===== src/rtl/apu_pkg.sv =====
// Shared APU constants: length lookup, duty patterns and register field positions.
// Used by the pulse and noise channels.
package apu_pkg;

    localparam int R4000_DUTY_LSB  = 6;
    localparam int R4000_HALT_BIT  = 5;
    localparam int R4000_CONST_BIT = 4;
    localparam int R4003_LEN_LSB   = 3;

    // Listed from index 31 down to index 0 so LEN_TABLE[i] is entry i.
    localparam logic [31:0][7:0] LEN_TABLE = {
        8'd30,  8'd32, 8'd28, 8'd16,  8'd26, 8'd72, 8'd24, 8'd192,
        8'd22,  8'd96, 8'd20, 8'd48,  8'd18, 8'd24, 8'd16, 8'd12,
        8'd14,  8'd26, 8'd12, 8'd14,  8'd10, 8'd60, 8'd8,  8'd160,
        8'd6,   8'd80, 8'd4,  8'd40,  8'd2,  8'd20, 8'd254, 8'd10
    };

    // Bit n of each entry is the output level at sequencer step n.
    localparam logic [3:0][7:0] DUTY_SEQ = {
        8'b1111_1001,
        8'b0001_1110,
        8'b0000_0110,
        8'b0000_0010
    };

endpackage


===== src/rtl/envelope_unit.sv =====
// Volume envelope: restart flag, 4-bit decay level and its divider.
// Produces either the constant volume or the current decay level.
module envelope_unit (
    input  logic       clk,
    input  logic       rst_n,
    input  logic       quarter_tick,
    input  logic       write_evt,
    input  logic [3:0] vol,
    input  logic       loop_en,
    input  logic       const_vol,
    output logic [3:0] level
);

    logic       start_q, start_d;
    logic [3:0] decay_q, decay_d;
    logic [3:0] div_q,   div_d;

    always_ff @(posedge clk or negedge rst_n) begin
        if (!rst_n) begin
            start_q <= 1'b0;
            decay_q <= 4'd0;
            div_q   <= 4'd0;
        end else begin
            start_q <= start_d;
            decay_q <= decay_d;
            div_q   <= div_d;
        end
    end

    always_comb begin
        start_d = start_q;
        decay_d = decay_q;
        div_d   = div_q;
        if (quarter_tick) begin
            if (start_q) begin
                start_d = 1'b0;
                decay_d = 4'd15;
                div_d   = vol;
            end else if (div_q == 4'd0) begin
                div_d = vol;
                if (decay_q != 4'd0) begin
                    decay_d = decay_q - 4'd1;
                end else if (loop_en) begin
                    decay_d = 4'd15;
                end
            end else begin
                div_d = div_q - 4'd1;
            end
        end
        // A write landing on a quarter tick is only seen at the following tick.
        if (write_evt) begin
            start_d = 1'b1;
        end
    end

    assign level = const_vol ? vol : decay_q;

endmodule


===== src/rtl/pulse_channel.sv =====
// APU square-wave voice: period timer, duty sequencer, envelope and length counter.
// Register buses are quasi-static; the 4003 write toggle arrives from another clock domain.
module pulse_channel
    import apu_pkg::*;
#(
    parameter int TIMER_W     = 11,
    parameter int SYNC_STAGES = 2
) (
    input  logic       clk,
    input  logic       rst_n,
    input  logic       enable,
    input  logic       apu_tick,
    input  logic       quarter_tick,
    input  logic       half_tick,
    input  logic [7:0] reg_4000,
    input  logic [7:0] reg_4002,
    input  logic [7:0] reg_4003,
    input  logic       reg_change,
    output logic [3:0] sample,
    output logic       active
);

    logic [7:0]             reg_4000_q, reg_4002_q, reg_4003_q;
    logic [SYNC_STAGES-1:0] sync_q;
    logic                   extra_q;
    logic                   write_evt;

    logic [TIMER_W-1:0]     timer_q, timer_d;
    logic [2:0]             step_q, step_d;
    logic [7:0]             length_q, length_d;
    logic [3:0]             sample_q, sample_d;
    logic                   active_q, active_d;

    logic [TIMER_W-1:0]     period;
    logic [3:0]             vol;
    logic                   halt;
    logic                   duty_bit;
    logic [3:0]             env_level;

    always_ff @(posedge clk or negedge rst_n) begin
        if (!rst_n) begin
            reg_4000_q <= 8'd0;
            reg_4002_q <= 8'd0;
            reg_4003_q <= 8'd0;
            sync_q     <= '0;
            extra_q    <= 1'b0;
        end else begin
            reg_4000_q <= reg_4000;
            reg_4002_q <= reg_4002;
            reg_4003_q <= reg_4003;
            sync_q     <= {sync_q[SYNC_STAGES-2:0], reg_change};
            extra_q    <= sync_q[SYNC_STAGES-1];
        end
    end

    assign write_evt = sync_q[SYNC_STAGES-1] ^ extra_q;
    assign period    = {reg_4003_q[2:0], reg_4002_q};
    assign vol       = reg_4000_q[3:0];
    assign halt      = reg_4000_q[R4000_HALT_BIT];
    assign duty_bit  = DUTY_SEQ[reg_4000_q[R4000_DUTY_LSB +: 2]][step_q];

    envelope_unit u_env (
        .clk          (clk),
        .rst_n        (rst_n),
        .quarter_tick (quarter_tick),
        .write_evt    (write_evt),
        .vol          (vol),
        .loop_en      (halt),
        .const_vol    (reg_4000_q[R4000_CONST_BIT]),
        .level        (env_level)
    );

    always_ff @(posedge clk or negedge rst_n) begin
        if (!rst_n) begin
            timer_q  <= '0;
            step_q   <= 3'd0;
            length_q <= 8'd0;
            sample_q <= 4'd0;
            active_q <= 1'b0;
        end else begin
            timer_q  <= timer_d;
            step_q   <= step_d;
            length_q <= length_d;
            sample_q <= sample_d;
            active_q <= active_d;
        end
    end

    always_comb begin
        timer_d  = timer_q;
        step_d   = step_q;
        length_d = length_q;

        if (apu_tick) begin
            if (timer_q == '0) begin
                timer_d = period;
                step_d  = step_q + 3'd1;
            end else begin
                timer_d = timer_q - TIMER_W'(1);
            end
        end
        // The sequencer restart overrides any advance; the timer keeps running.
        if (write_evt) begin
            step_d = 3'd0;
        end

        if (!enable) begin
            length_d = 8'd0;
        end else if (write_evt) begin
            length_d = LEN_TABLE[reg_4003_q[R4003_LEN_LSB +: 5]];
        end else if (half_tick && !halt && length_q != 8'd0) begin
            length_d = length_q - 8'd1;
        end

        if (length_q == 8'd0 || period < TIMER_W'(8) || !duty_bit) begin
            sample_d = 4'd0;
        end else begin
            sample_d = env_level;
        end
        active_d = (length_q != 8'd0);
    end

    assign sample = sample_q;
    assign active = active_q;

endmodule

===== config.mk =====
export PLATFORM = sky130hd
export DESIGN_NAME = pulse_channel
export DESIGN_NICKNAME = d
export VERILOG_FILES = /design/src/rtl/apu_pkg.sv /design/src/rtl/envelope_unit.sv /design/src/rtl/pulse_channel.sv
export SDC_FILE = /design/constraint.sdc
export NUM_CORES = 1
export LEC_CHECK = 0
export CORE_MARGIN = 1.5
export CORE_UTILIZATION = 60
export DETAILED_ROUTE_END_ITERATION = 16
export PLACE_DENSITY = 0.85
export SLEW_MARGIN = 20
export SYNTH_ARGS = -nofsm -noshare
export SYNTH_HDL_FRONTEND = slang
export SYNTH_SLANG_ARGS = --single-unit

===== constraint.sdc =====
create_clock -name clk -period 4.8 [get_ports clk]
set_clock_uncertainty 0.05 [all_clocks]
set_input_delay 0.96 -clock clk [delete_from_list [all_inputs] [get_ports clk]]
set_output_delay 0.96 -clock clk [all_outputs]
set_load 0.02 [all_outputs]

==> run summary, run 1 <==
status = complete, no violations
routability congestion estimate = 0.9106
worst path arrival time = 3100 ps
Std-Cell Rows = 26
average cell area after synthesis = 10.39 um2
Final Max Tran Viols = 0
CTS resizes = 0
pwr/cell area = 374.8 nW/um2
vias per inst = 5.857
Core Area = 5107 um2
DRC Markers = 0
R2R Path Start = timer_q[0]
ys async rst share = 100.0%
number of synthesized flops with an enable pin = 0
crit path time final = 2900 ps
Avg WL per Cell = 15.10 um
busiest metal layer after global routing = met2
Setup-failing EPs final = 0
Final Hold Violating Endpoints = 0
drt pass-1 iters = 4
Fillers = 366
critical-path maximum fanout = 22
pre-CTS setup slack = 1577 ps
Synth cell types = 61
number of antenna diodes = 0
total CTS buffers = 9
part of the Yosys area used for sequential elements = 49.57%
Yosys warnings = 0
Tightest Pin Transition = 853.6 ps
largest net degree at the start of global routing = 43
grt met3 use = 9.656%
Final WS setup = 1900 ps
Post-Syn Area = 3181 um2
HPWL Detailed = 4610 um
CP Launch Type = primary input
RSZ-0062 raised after global routing = false
R2R depth = 6
worst-skew pair later-pin latency = 340 ps
first-pass GRT wire length = 10480 um
Static Leak = 1.599 nW
gate count of the mapped netlist = 306
Die W = 75.81 um
reg2reg end = timer_q[3]
Setup CP Type = primary input to flop
DR vias = 2460
Starting Density = 62.27%
CP Capture Type = flop
share of layout cells above drive strength 1 = 9.429%
Hold Path End = sync_q[1]
CP required = 5000 ps
Routed WL = 6340 um
Post-synth top flop = dfrtp_1
M1 GR Usage = 32.81%
Worst R2R Setup Slack = 2510 ps
TNS Setup = 0 ps
Post-CTS Setup Repair Bufs = 0
CTS sink count = 63
vias in the first global route = 2338
hold_buf cts = 0
area grow syn2layout = 18.29%
Worst VDD drop = 0.3388 mV
initial antenna violation count = 0
global-route usage over all layers = 25.16%
met2 usage = 38.65%
maximum root-to-sink buffer count = 2
Syn Nets = 352
Die Height = 75.81 um
Clk pin slew, worst setup/hold paths = 70 ps
slew margin rel. = 42.29%
gr ovfl total = 0
maxcap violations = 0
H-tree depth = 3
Die Area = 5746 um2
CTS tree = done
I/O pin total = 36
Final nets = 391
Hold Path Class = flop to flop
port buffer count = 35
Hold Path Origin = sync_q[0]
final period utilization = 60.42%
Fmax = 344.8 MHz
antenna viol nets, final = 0
Hold Path Stages = 0
Initial DRC Count = 190
Clock Tree Root = clkbuf_8
Synth Register Bits = 63
[per-stage QoR]
step                      power, mW  hold WS, ps  std cells  cell area (um2)  utilization [%]
after global placement        1.002        287.6        404             3590            70.28
after detailed placement      1.019        296.4        404             3590            70.28
after global routing          1.499        328.4        420             3762            73.66
after CTS                     1.421        314.2        420             3762            73.66
after floorplan              0.9050        281.2        306             3181                -
final                         1.410        311.9        420             3762            73.66
[final cells by class]
| class | count | area (um2) | area share [%] |
|---|---|---|---|
| Timing Repair Buffer | 36 | 352.8 | 9.378 |
| Tap cell | 70 | 87.58 | 2.328 |
| Clock buffer | 9 | 123.9 | 3.292 |
| Sequential cell | 63 | 1577 | 41.90 |
| Clock inverter | 7 | 48.80 | 1.297 |
| Inverter | 25 | 93.84 | 2.494 |
| Multi-Input combinational cell | 210 | 1479 | 39.31 |
[Yosys cell counts, types with 4 or more instances]
cell type,instances,area share [%]
a211oi_1,4,0.94
a21oi_1,12,1.9
a31oi_1,4,0.79
clkbuf_1,6,0.71
dfrtp_1,63,50
ha_1,15,5.9
inv_1,25,3.0
mux2i_1,8,2.5
nand2_1,19,2.2
nand3_1,7,1.1
nand4_1,4,0.79
nor2_1,23,2.7
nor3_1,6,0.94
nor3b_1,4,0.94
nor4_1,4,0.79
o21ai_0,24,3.8
o31ai_1,4,0.94
[flip-flops by register name (all words and copies together), names as in the netlist]
signal	flops
reg_4000_q	8
active	1
sync_q	2
reg_4003_q	8
sample	4
timer_q	11
extra_q	1
u_env.start_q	1
step_q	3
reg_4002_q	8
u_env.decay_q	4
u_env.div_q	4
length_q	8
[worst max-delay path, stage by stage]
cell and delay (ps):
clkdlybuf4s50_1 900, or4b_4 550, nor4b_1 360, a21oi_1 110, nor3_1 200
[per-layer routing]
metal,vias to the layer above,share of wire [%]
met4,0,1.4
li1,1195,-
met5,-,0
met1,1198,46
met2,59,49
met3,8,4.0
[power by group]
part | internal [mW] | switching, mW
clock | 0.186 | 0.211
sequential | 0.604 | 0.0923
combinational | 0.153 | 0.164
[worst max-delay path by stage]
stage | from | to | slack (ps) | depth (start not counted)
after floorplan | half_tick | length_q[5] | 2550 | 4
after global placement | apu_tick | timer_q[10] | 1650 | 5
after detailed placement | apu_tick | timer_q[10] | 1580 | 5
after CTS | apu_tick | timer_q[10] | 1930 | 5
after global routing | apu_tick | timer_q[10] | 1850 | 5
final | apu_tick | timer_q[10] | 1900 | 5
[cells in the final DEF, fill, tap and decap left out, drive strengths merged, types with 3 or more instances in the layout]
cell type,n
dfrtp,63
clkdlybuf4s50,34
inv,26
o21ai,24
nor2,23
nand2,19
ha,15
a21oi,13
clkbuf,9
mux2i,8
nand3,7
nor3,7
a211oi,5
nor4,4
nor3b,4
a31oi,4
nand4,4
o31ai,4
clkinvlp,4
o211ai,3
o31a,3
xor2,3
nor2b,3
xnor2,3
nand3b,3
a221oi,3
o22ai,3
nand2b,3
or4b,3
nor4b,3
[cell families after synthesis]
kind of cell / after synthesis / synth area share [%]
muxes: 12 / 4.642
DFF: 63 / 49.57
and+or+nand+nor: 93 / 16.25
buffers and inverters: 33 / 3.934
xor gates and xnor gates: 6 / 1.653
AOI/OAI and AO/OA: 84 / 18.06
adders and majority gates: 15 / 5.901
Note: power is estimated with default switching activity, not from simulation.
==> inputs of run 2 (changes only) <==
- CORE_UTILIZATION: 60 -> 56
- PLACE_DENSITY: 0.85 -> 0.81
- clock period: 4.8 -> 3 ns (I/O delays scaled with it)
==> run 2 against run 1 <==
Count of clock-buffer cells in the layout is 2 higher. Largest cell class unchanged. Setup slack worse by 1100 ps. Total power up 65%. Worst hold slack got worse by 60 ps. Sequential power is 61% higher. First-iteration DRC count is 9.5% higher. Wire length is 3.8% higher. Clock power increased by 76%.
==> run summary, run 2 (same netlist as run 1, synthesis figures left out) <==
status = complete, no violations
CTS resizes = 0 (unchanged)
Setup CP Type = flop to flop
largest net degree at the start of global routing = 31 (-28%)
Core Area = 5507 um2 (+7.8%)
Std-Cell Rows = 27 (+3.8%)
Clock Tree Root = clkbuf_8
Post-CTS Setup Repair Bufs = 0 (unchanged)
final period utilization = 73.99%
Final WS setup = 780.3 ps (-1120 ps)
cell-internal power = 1.597 mW (+69%)
CP required = 3170 ps (-1830 ps)
Final nets = 393 (+0.51%)
drt pass-1 iters = 4 (unchanged)
gr ovfl total = 0 (unchanged)
Die Height = 78.36 um (+3.4%)
commonest non-fill, non-tap cell in the layout = dfrtp_1
share of total power in sequential cells = 48.1% (-1.3 points)
port buffer count = 35 (unchanged)
I/O pin total = 36 (unchanged)
Starting Density = 57.76% (-4.5 points)
max reg flops = 11 (unchanged)
Setup-failing EPs final = 0 (unchanged)
vias in the first global route = 2349 (+0.47%)
Multi-input gate area = 1479 um2 (unchanged)
pwr/cell area = 611.2 nW/um2 (+63%)
CTS tree = done
RSZ-0062 raised after global routing = false
Avg WL per Cell = 15.52 um (+2.8%)
total CTS buffers = 9 (unchanged)
CP Capture Type = flop
Net Sw Frac = 31.21% (-1.9 points)
antenna viol nets, final = 0 (unchanged)
Sw Pwr = 0.7245 mW (+55%)
HPWL Detailed = 4704 um (+2.1%)
slew margin rel. = 41.44% (-0.85 points)
area grow syn2layout = 19.39%
Crit path depth = 5 (unchanged)
number of antenna diodes = 0 (unchanged)
Die W = 78.36 um (+3.4%)
Static Leak = 1.620 nW (+1.3%)
CP Launch Type = flop
clock power share = 30.1% (+1.9 points)
Initial DRC Count = 208 (+9.5%)
Fillers = 438 (+20%)
vias per inst = 5.901 (+0.75%)
first-pass GRT wire length = 11180 um (+6.7%)
Fmax = 450.5 MHz
H-tree depth = 3 (unchanged)
Worst VDD drop = 0.3553 mV (+4.9%)
crit path cell chain = inv_1 -> ha_1 -> nor4b_2 -> nand3_1 -> a221o_1
Biggest register = timer_q
Setup crit start = timer_q[0]
routability congestion estimate = 0.8842 (-2.9%)
worst-skew pair later-pin latency = 340 ps (about the same)
Buf/Inv on CP = 1 (unchanged)
CTS sink count = 63 (unchanged)
CP max-delay cell = nand3_1
Clk pin slew, worst setup/hold paths = 60 ps (about the same)
share of layout cells above drive strength 1 = 9.375% (-0.054 points)
Final Hold Violating Endpoints = 0 (unchanged)
DRC Markers = 0 (unchanged)
Hold Path Class = primary input to async pin
maxcap violations = 0 (unchanged)
pre-CTS setup slack = 546.0 ps (-1031 ps)
Worst R2R Setup Slack = 780 ps (-1730 ps)
Routed WL = 6580 um (+3.8%)
Design Power = 2.321 mW (+65%)
critical-path maximum fanout = 14 (-36%)
R2R depth = 5 (-1)
Final Max Tran Viols = 0 (unchanged)
hold_buf cts = 0 (unchanged)
commonest cells after routing, fill and taps aside = dfrtp_1, clkdlybuf4s50_1, inv_1
Crit path largest cell delay = 480 ps (-420 ps)
combinational power share = 21.8% (-0.6 points)
Die Area = 6140 um2 (+6.9%)
R2R Path Start = timer_q[0]
maximum root-to-sink buffer count = 2 (unchanged)
global-route usage over all layers = 23.95% (-1.2 points)
Tightest Pin Transition = 866.2 ps (+12.57 ps)
worst path arrival time = 2390 ps (-710 ps)
crit path time final = 2220 ps
TNS Setup = 0 ps (unchanged)
register area = 1577 um2 (unchanged)
CP delay by family, top = simple AND/OR/NAND/NOR gates
DR vias = 2502 (+1.7%)
initial antenna violation count = 0 (unchanged)
==> run 2: path summary, 6_finish.rpt <==
path / end
max in group asynchronous: reg_4003_q[6]
max reg2reg: timer_q[2]
max: timer_q[2]
min: timer_q[0]
min in group clk: sync_q[1]
min reg2reg: sync_q[1]
==> run 2: layout make-up <==
type	instances	share of cell area, %
well taps	72	2.372
multi-input cells	210	38.95
repair buffers	38	9.687
inverters	25	2.471
clock inverters	5	1.549
flip-flops and latches	63	41.52
clock buffers	11	3.460
==> run 2: power by group through the flow <==
stage                     Clock (mW)  Combinational (mW)  Sequential, mW
after detailed placement           0               0.507            1.12
after floorplan                    0               0.355            1.09
after global routing           0.763               0.570            1.13
final                          0.699               0.506            1.12
after global placement             0               0.485            1.12
after CTS                      0.719               0.508            1.11
==> run 2: stage by stage <==
step	util, %	std cells	hold slack [ps]	area, um2
4_1_cts	68.96	424	259.8	3797
3_5_place_dp	65.51	408	289.4	3607
5_1_grt	68.96	424	299.4	3797
6_report	68.96	424	251.8	3797
3_3_place_gp	65.51	408	284.4	3607
2_1_floorplan	-	306	254.4	3181
==> run 2: layer usage <==
layer	wire length, um	track usage, %	share of wire, %
met3	307	6.977	4.7
met5	0	0	0
met4	98	9.107	1.5
met1	2963	31.60	45
met2	3210	37.48	49
==> run 2: worst register-to-register path: stages (launching register included) <==
cell and delay, ps:
dfrtp_1 420, inv_1 110, ha_1 160, nor4b_2 410
nand3_1 480, a221o_1 470
==> inputs of run 3 (changes only) <==
- clock period: 3 -> 2.12 ns (I/O delays scaled with it)
==> run 3 against run 2 <==
Global-route usage is 0.21 points higher. Non-clock buffer count rose by 11. Critical endpoint is now length_q[5]. Die area is the same. Critical path depth did not move. Total power grew 52%. Core utilization rose by 2.4 points. Setup slack got worse by 620 ps. Largest power group unchanged. Sequential cell count is the same. Combinational power increased by 56%. Register-to-register slack worse by 590 ps. Critical path type is now primary input to flop.
==> run summary, run 3 (same netlist as run 1, synthesis figures left out) <==
final period utilization = 92.35%
vias in the first global route = 2473 (+5.3%)
Die W = 78.36 um (unchanged)
gr ovfl total = 0 (unchanged)
status = complete, no violations
share of layout cells above drive strength 1 = 12.67% (+3.3 points)
antenna viol nets, final = 0 (unchanged)
drt pass-1 iters = 4 (unchanged)
CP Launch Type = primary input
Core Area = 5507 um2 (unchanged)
crit path time final = 1958 ps
Final Max Tran Viols = 0 (unchanged)
vias per inst = 5.853 (-0.81%)
maxcap violations = 0 (unchanged)
worst path arrival time = 2180 ps (-210 ps)
Starting Density = 57.76% (unchanged)
Tightest Pin Transition = 574.0 ps (-292.2 ps)
number of antenna diodes = 0 (unchanged)
I/O pin total = 36 (unchanged)
Net Sw Frac = 29.79% (-1.4 points)
combinational power share = 22.5% (+0.7 points)
commonest non-fill, non-tap cell in the layout = dfrtp_1
R2R Path Start = u_env.decay_q[0]
CTS tree = done
max reg flops = 11 (unchanged)
largest net degree at the start of global routing = 27 (-13%)
area grow syn2layout = 23.56%
reg2reg end = u_env.decay_q[3]
Finished Layout Cells = 435 (+2.6%)
DR vias = 2546 (+1.8%)
Setup-failing EPs final = 0 (unchanged)
Fmax = 510.8 MHz
Hold Path Class = primary input to async pin
hold_buf cts = 0 (unchanged)
Clock Tree Root = clkbuf_8
RSZ-0062 raised after global routing = false
Sw Pwr = 1.048 mW (+45%)
Core Util, Final = 71.37% (+2.4 points)
Std-Cell Rows = 27 (unchanged)
HPWL Detailed = 4714 um (+0.21%)
total CTS buffers = 9 (unchanged)
Initial DRC Count = 203 (-2.4%)
fin area = 3930 um2 (+3.5%)
Avg WL per Cell = 14.95 um (-3.7%)
maximum root-to-sink buffer count = 2 (unchanged)
DRC Markers = 0 (unchanged)
initial antenna violation count = 0 (unchanged)
CP required = 2340 ps (-830 ps)
pre-CTS setup slack = -140.6 ps (-686.6 ps)
Placed Cells = 419 (+2.7%)
Final nets = 404 (+2.8%)
H-tree depth = 3 (unchanged)
cell-internal power = 2.469 mW (+55%)
Worst VDD drop = 0.5337 mV (+50%)
clock power share = 32.5% (+2.4 points)
Biggest register = timer_q
Clk pin slew, worst setup/hold paths = 70 ps (about the same)
R2R depth = 6 (+1)
port buffer count = 35 (unchanged)
Design Power = 3.517 mW (+52%)
pwr/cell area = 894.9 nW/um2 (+46%)
Die Area = 6140 um2 (unchanged)
Die Height = 78.36 um (unchanged)
Fillers = 389 (-11%)
Static Leak = 1.702 nW (+5.0%)
DP Area = 3702 um2 (+2.6%)
share of total power in sequential cells = 45.0% (-3.1 points)
Final Hold Violating Endpoints = 0 (unchanged)
CTS sink count = 63 (unchanged)
worst hold margin = 25.06 ps (-226.8 ps)
first-pass GRT wire length = 11320 um (+1.2%)
slew margin rel. = 61.73% (+20 points)
worst-skew pair later-pin latency = 340 ps (about the same)
critical-path maximum fanout = 4 (-10)
Worst R2R Setup Slack = 190 ps (-590 ps)
Setup CP Type = primary input to flop
Routed WL = 6504 um (-1.2%)
Final WS setup = 162.2 ps (-618.0 ps)
Post-CTS Setup Repair Bufs = 0 (unchanged)
routability congestion estimate = 0.9177 (+3.8%)
CP Capture Type = flop
TNS Setup = 0 ps (unchanged)
commonest cells after routing, fill and taps aside = dfrtp_1, clkdlybuf4s50_1, inv_1
global-route usage over all layers = 24.15% (+0.21 points)
run 3: cell count changes in the layout (fill, tap and decap cells not counted), sizes merged:
cell      delta
bufinv       +1
clkinvlp     -1
buf         +11
run 3: worst max-delay path: stages:
cell and delay (ps):
clkdlybuf4s50_1 470, or4b_4 490, or4_1 440, a31o_1 260
a21oi_2 100
run 3: timing repair:
action / CTS / global route
resized for setup: 0 / 1
endpoints found under the hold margin: 0 / 0
endpoints found under the setup margin: 0 / 5
run 3: worst max-delay path by stage:
| stage | from | end | cells after the start |
|---|---|---|---|
| after floorplan | timer_q[0] | timer_q[2] | 6 |
| after global placement | half_tick | length_q[5] | 5 |
| after detailed placement | half_tick | length_q[5] | 5 |
| after CTS | length_q[0] | length_q[1] | 6 |
| after global routing | u_env.div_q[0] | u_env.decay_q[1] | 6 |
| final | half_tick | length_q[5] | 5 |
run 3: power by group through the flow:
stage          clock network [mW]  registers, mW  logic, mW
2_1_floorplan                   0           1.55      0.502
5_1_grt                      1.22           1.61      0.894
3_3_place_gp                    0           1.59      0.756
3_5_place_dp                    0           1.59      0.788
6_report                     1.14           1.58      0.791
4_1_cts                      1.17           1.58      0.793
run 3: cell type report:
class	instances	area, um2	area share (%)
flip-flops and latches	63	1577	40.11
multi-input cells	210	1484	37.76
repair buffers	49	462.9	11.78
clock buffers	11	141.4	3.598
inverters	25	93.84	2.388
well taps	72	90.09	2.292
clock inverters	5	81.33	2.069
run 3: per-layer routing:
layer | part of all wire (%) | track usage [%] | vias to the layer above
li1 | - | - | 1227
met4 | 1.8 | 10.54 | 0
met3 | 5.8 | 7.093 | 11
met2 | 49 | 38.87 | 78
met5 | 0 | 0 | -
met1 | 43 | 30.31 | 1230
